### src/rtl/unary_rate_acc.sv
// unary_rate_acc: decodes a unary rate-coded bitstream into a binary count.
// The block counts the 1s seen over a programmed number of valid bit-cycles.
// It then presents the result over a valid/ready handshake. Accepting a result
// and starting a new window can happen in the same cycle, so windows run
// back to back.
module unary_rate_acc #(
    parameter int WIDTH = 16,
    parameter int LEN_W = 16
) (
    input  logic             clk,
    input  logic             rst_n,
    input  logic             i_start,
    input  logic [LEN_W-1:0] i_len,
    input  logic             i_bit,
    input  logic             i_bit_valid,
    output logic             o_busy,
    output logic [WIDTH-1:0] o_data,
    output logic             o_valid,
    input  logic             i_ready
);

    typedef enum logic [1:0] {
        IDLE = 2'd0,
        ACC  = 2'd1,
        HOLD = 2'd2
    } state_t;

    localparam logic [WIDTH-1:0] COUNT_MAX = '1;

    state_t           state_q;
    logic [WIDTH-1:0] count_q;
    logic [WIDTH-1:0] count_d;
    logic [LEN_W-1:0] remaining_q;
    logic [WIDTH-1:0] data_q;
    logic             valid_q;
    logic             busy_q;
    logic             handshake;
    logic             accept_start;

    assign handshake    = valid_q & i_ready;
    // A start is accepted from IDLE, or from HOLD in the cycle the result is taken.
    assign accept_start = i_start & ((state_q == IDLE) | ((state_q == HOLD) & handshake));

    // Saturating next count for the current bit.
    // NOTE: count_d gets a default before the conditional update, so no latch is inferred.
    always_comb begin
        count_d = count_q;
        if (i_bit && (count_q != COUNT_MAX)) begin
            count_d = count_q + 1'b1;
        end
    end

    // Window FSM with registered outputs.
    // NOTE: all state here uses non-blocking assignments so every register samples pre-edge values.
    always_ff @(posedge clk) begin
        if (!rst_n) begin
            state_q     <= IDLE;
            count_q     <= '0;
            remaining_q <= '0;
            data_q      <= '0;
            valid_q     <= 1'b0;
            busy_q      <= 1'b0;
        end else if (accept_start) begin
            if (i_len != '0) begin
                state_q     <= ACC;
                remaining_q <= i_len;
                count_q     <= '0;
                valid_q     <= 1'b0;
                busy_q      <= 1'b1;
            end else begin
                // An empty window yields a zero result straight away.
                state_q <= HOLD;
                data_q  <= '0;
                valid_q <= 1'b1;
                busy_q  <= 1'b0;
            end
        end else begin
            case (state_q)
                ACC: begin
                    if (i_bit_valid) begin
                        count_q     <= count_d;
                        remaining_q <= remaining_q - 1'b1;
                        if (remaining_q == LEN_W'(1)) begin
                            state_q <= HOLD;
                            data_q  <= count_d;
                            valid_q <= 1'b1;
                            busy_q  <= 1'b0;
                        end
                    end
                end
                HOLD: begin
                    if (handshake) begin
                        state_q <= IDLE;
                        valid_q <= 1'b0;
                    end
                end
                default: begin
                    state_q <= IDLE;
                end
            endcase
        end
    end

    assign o_busy  = busy_q;
    assign o_data  = data_q;
    assign o_valid = valid_q;

endmodule

### config.mk
export PLATFORM = sky130hd
export DESIGN_NAME = unary_rate_acc
export DESIGN_NICKNAME = d
export VERILOG_FILES = /design/src/rtl/unary_rate_acc.sv
export SDC_FILE = /design/constraint.sdc
export NUM_CORES = 1
export LEC_CHECK = 0
export CAP_MARGIN = 40
export CORE_MARGIN = 8
export CORE_UTILIZATION = 40
export DETAILED_ROUTE_END_ITERATION = 7
export PLACE_DENSITY = 0.58
export SLEW_MARGIN = 10
export SYNTH_ARGS = -nofsm -noshare
export SYNTH_HDL_FRONTEND = slang
export SYNTH_SLANG_ARGS = --single-unit
export TNS_END_PERCENT = 10
### constraint.sdc
create_clock -name clk -period 3.8 [get_ports clk]
set_clock_uncertainty 0.15 [all_clocks]
set_input_delay 0.38 -clock clk [delete_from_list [all_inputs] [get_ports clk]]
set_output_delay 0.38 -clock clk [all_outputs]
set_load 0.1 [all_outputs]
# Word level (Yosys, flattened, before mapping)
# Index checks and enable logic that the tools add are counted.
# op_classes
n_addsub	2
n_mul	0
div_mod_pow	0
n_lt_le_gt_ge	0
n_eq_ne	9
shift	0
muxes	31
bitwise_logic	4
reduce_logical	12
# op_table
operator	n
$mux 16	14
$add 16x1->16 const B	1
$eq 16x1->1 const B	1
$ne 16x16->1 const B	1
$reduce_bool 16->1	1
$sub 16x1->16 const B	1
$mux 1	10
$mux 2	5
$ne 3x3->1 const B	3
$reduce_and 3->1	3
$reduce_and 4->1	2
$reduce_bool 2->1	3
$pmux 2 s2	1
$and 1x1->1	3
$reduce_bool 3->1	1
$eq 2x1->1 const B	1
$eq 2x2->1 const B	1
$logic_not 2->1	1
$ne 2x1->1 const B	1
$ne 2x2->1 const B	1
$pmux 1 s2	1
$logic_and 1x1->1	1
$or 1x1->1	1
# totals
regBits	52
latchBits	0
ramBits	0
romBits	0
in_bits	22
output_inout_bits	18
wordCells	64
mem_count	0

# Logic depth before layout (Yosys ltp)
# logic_depth
ltp_word	7
depth_mapped	9
mapped_depth_nobuf	7

# Worst setup path after synthesis
# Ideal clock, no wire load.
# synth_path
path_kind	reg2reg
start	register valid_q (netlist: o_valid)
end	register remaining_q[8]
setup_time_ps	117
t_arrival_ps	2334
t_required_ps	3533
slack_ps	1198
stages_incl_launch_ff	7
path_buffers	1
period_less_slack_ps	2602
cell_sequence	dfxtp_1 nand2_1 o22ai_1 a21boi_0 buf_2 o21ai_0 a32o_1
# synth_via
elab_chain_cells	6
word_cells_on_any_way	9
cone_classes	1 x eq/ne; 1 x mux; 4 x bitwise; 3 x reduce/logical
# synth_rtl
element	line_no	text
from (decl)	35	logic valid_q;
from (signal assigned)	61	valid_q <= 1'b0;
from (signal assigned)	68	valid_q <= 1'b0;
from (signal assigned)	74	valid_q <= 1'b1;
$and 1x1->1 (*)	40	assign handshake = valid_q & i_ready;
$and 1x1->1 (*)	42	assign accept_start = i_start & ((state_q == IDLE) | ((state_q == HOLD) & handshake));
$or 1x1->1 (*)	42	
$and 1x1->1 (*)	42	
$ne 2x1->1 (no source line) or $reduce_bool 2->1 (tied branches)	-	
$reduce_and 3->1 (no source line)	-	
to (signal assigned)	66	remaining_q <= i_len;
to (signal assigned)	82	remaining_q <= remaining_q - 1'b1;
to (decl)	33	logic [LEN_W-1:0] remaining_q;
# Mark *: on every way between the ends. The rest lies on a longest branch, timed or not.
# A chain may end at the register's enable or synchronous reset.

# Worst setup path after layout
# layout_path
start	input i_len[15]
end	register remaining_q[2]
# layout_via
elab_chain_cells	3
# layout_rtl
element	line_no	text
from (decl)	13	input logic [LEN_W-1:0] i_len,
$reduce_bool 16->1	64	if (i_len != '0) begin
$ne 2x1->1 (no source line)	-	
$reduce_and 3->1 (no source line)	-	
# No other way between the ends.

==> flow_summary.toml <==
[status]
status = "finished clean"

[min_path]
min_from = "o_data[15]"
min_delay_worst_endpoint = "o_data[15]"
hold_path.class = "reg -> reg"
min_path_cells = 2

[finish]
fillers = 723
drive_above_1_share_pct = 11.2
nets = 444
antenna_cells = 0
design_area_mm2 = 0.00379
instances_no_fill = 519
syn_to_final_growth_pct = 27.8

[route]
routed_wl_um = 8300
drc = 0
num_vias = 2966
vias_per_cell = 5.71
wl_per_cell_um = 16.0
drtPass1Iterations = 4
ant_nets = 0
first_iter_violations = 195

[critical_path]
cp.required_ns = 3.86
r2r-end = "count_q[10]"
cp-startpoint = "i_len[15]"
critPathBufInv = 2
critical-path-max-stage-delay_ns = 0.49
cp_cell_sequence = "clkdlybuf4s50_1, nor4_1, nand4_1, o21ai_2, buf_4, nor3_1, a31o_2"
cp-start-kind = "input pin"
worstPathMaxFanout = 14
worstReg2RegStart = "state_q[0]"
reg2reg_slack_ns = 1.39
critPathTopFamily = "simple AND/OR/NAND/NOR gates"
path_class = "in -> reg"
crit_arrival_ns = 2.61
rr_worst_depth = 6
cp-end-kind = "register"
crit_slowest_cell = "o21ai_2"

[global_routing]
track_usage_pct = 16.6
grt_antenna_before_repair = 0
grt-ovfl-total = 0
grt_max_degree = 37
grt_pass1_vias = 2922
grt_pass1_wl_um = 14100

[place]
port_buffers = 39
dpl.cell_count = 511
dp_hpwl_um = 6030
placedInstanceArea_mm2 = 0.00369
place_congestion = 0.841

[synth]
ys_seq_area_share_pct = 35.1
synth_edf_count = 0
ys_seq_elements = 52
async_flop_share_pct = 0
synth_warnings = 0
syn_area_mm2 = 0.00297
yosysUniqueCellTypes = 60
synth_ff_type = "dfxtp_1"
yosys-top-cells-area = "dfxtp_1, nand2_1, o21ai_0"
syn-instance-count = 374
synth_top_area_share_pct = 35.1
synthTopCellsByCount = "dfxtp_1, nand2_1, o21ai_0, a21oi_1, nor2_1"
yosys.area.top_type = "dfxtp_1"
syn-num-nets = 399
syn_area_per_cell_um2 = 7.93

[timing]
fmax_mhz = 392
min_period_ns = 2.55
rsz0062_at_grt = "no"
max_slew_margin_pct = 49.2
slew_violations = 0
fin_crit_sh_pct = 67.2
tightest_slew_ns = 0.762
setup_viol = 0
hold_viol = 0
fin_tns_setup_ns = 0
whs_ns = 0.300

[clock_tree]
clk_pin_slew_ns = 0.10
cts-resized-gates = 0
cts_sinks = 52
htree_levels = 2
clk_latency_ns = 0.30
ctsHoldBuffers = 0
cts_made_buffers = 5
clk_path_buf_depth = 2
post_cts_buffers = 0
clockRootBuffer = "clkbuf_8"
cts_tree = "yes"

[pwr]
comb_power_share_pct = 25.7
p_int_uw = 858
clkPwrFrac_pct = 26.7
p_per_area_mw_per_mm2 = 338
power_frac_seq_pct = 47.6
cellLeakagePower_nw = 1.35
switching_share_pct = 33.1
switchingPower_uw = 424
max-vdd-ir-drop_v = 0.000165

[die]
die_y_um = 102
die_w_um = 102
die-area_mm2 = 0.0104
core_area_mm2 = 0.00721
start_util_pct = 41.1
io_pins = 40
placementRows = 31

[flow_run]
drv_cap = 0
[cell type report]
cell class / instances / area (um^2) / share of cell area, %
multi-input combinational: 292 / 1800 / 47.6
sequential: 52 / 1040 / 27.5
timing repair buffer: 63 / 706 / 18.6
tap: 99 / 124 / 3.27
clock buffer: 6 / 82.6 / 2.18
inverter: 5 / 18.8 / 0.495
clock inverter: 2 / 15.0 / 0.396
[how the worst max path moves through the flow]
stage                     cells past startpoint              to
after global routing                          7  remaining_q[2]
after floorplan                               6  remaining_q[8]
final                                         7  remaining_q[2]
after CTS                                     7  remaining_q[2]
after global placement                        7  remaining_q[2]
after detailed placement                      7  remaining_q[2]
[worst reg2reg max path, delay by kind of cell, from the launching register on]
family / cells / cell delay, ns
AOI/OAI and AO/OA: 4 / 1.29
buffers and inverters: 1 / 0.25
DFF: 1 / 0.44
and+or+nand+nor: 1 / 0.20
[registers in the layout (all words and copies together) (netlist names)]
signal,flops
count_q,16
o_busy,1
o_data,16
o_valid,1
remaining_q,16
state_q,2
[stage by stage]
step	utilization [%]	worst slack (ns)	total power, mW
floorplan	-	1.20	0.844
global placement	47.4	0.923	0.942
detailed placement	51.2	0.874	0.950
CTS	52.5	1.21	1.29
global route	52.5	1.00	1.35
finish	52.5	1.25	1.28
[cells in the final DEF (no fill, tap or decap), types with 4 or more instances in the layout]
cell             synthesis  layout
clkbuf_8                 0       6
a31oi_1                  4       4
nand2_1                 52      52
buf_8                    0      18
o21ai_0                 32      32
clkdlybuf4s50_1          0      39
nor3_1                  14      14
a21o_1                   8       8
and3_1                   7       7
a32o_1                   4       4
a21oi_1                 23      23
nor2_1                  20      20
buf_4                    0       6
nand4_1                  8       8
xnor2_1                  4       4
o211ai_1                 9       9
dfxtp_1                 52      52
inv_1                    4       4
o32ai_1                  4       4
nand3_1                 13      13
a22o_1                   4       4
or3_1                    6       6
and2_1                   6       6
xor2_1                   6       6
nor4_1                   6       6
o31ai_1                  6       6
mux2i_1                  6       6
[cells by family after synthesis]
group	after synthesis	synth area share [%]
flops	52	35.1
xor+xnor	10	2.95
compound gates	118	26.7
fa+ha+maj	3	1.27
mux	7	2.40
simple gates	154	27.4
buf+inv	30	4.26
[routing by layer]
metal | part of all wire, % | track usage, %
met5 | 0 | 0
met4 | 1.1 | 5.76
met3 | 5.7 | 2.86
met2 | 47 | 28.0
met1 | 46 | 20.8
[power by group through the flow]
stage          sequential [mW]  combinational (mW)  clock, mW
4_1_cts                  0.609               0.330      0.350
5_1_grt                  0.616               0.365      0.372
3_5_place_dp             0.621               0.329          0
6_report                 0.610               0.330      0.342
3_3_place_gp             0.621               0.320          0
2_1_floorplan            0.626               0.218          0
Power figures use the tool's default switching activity.
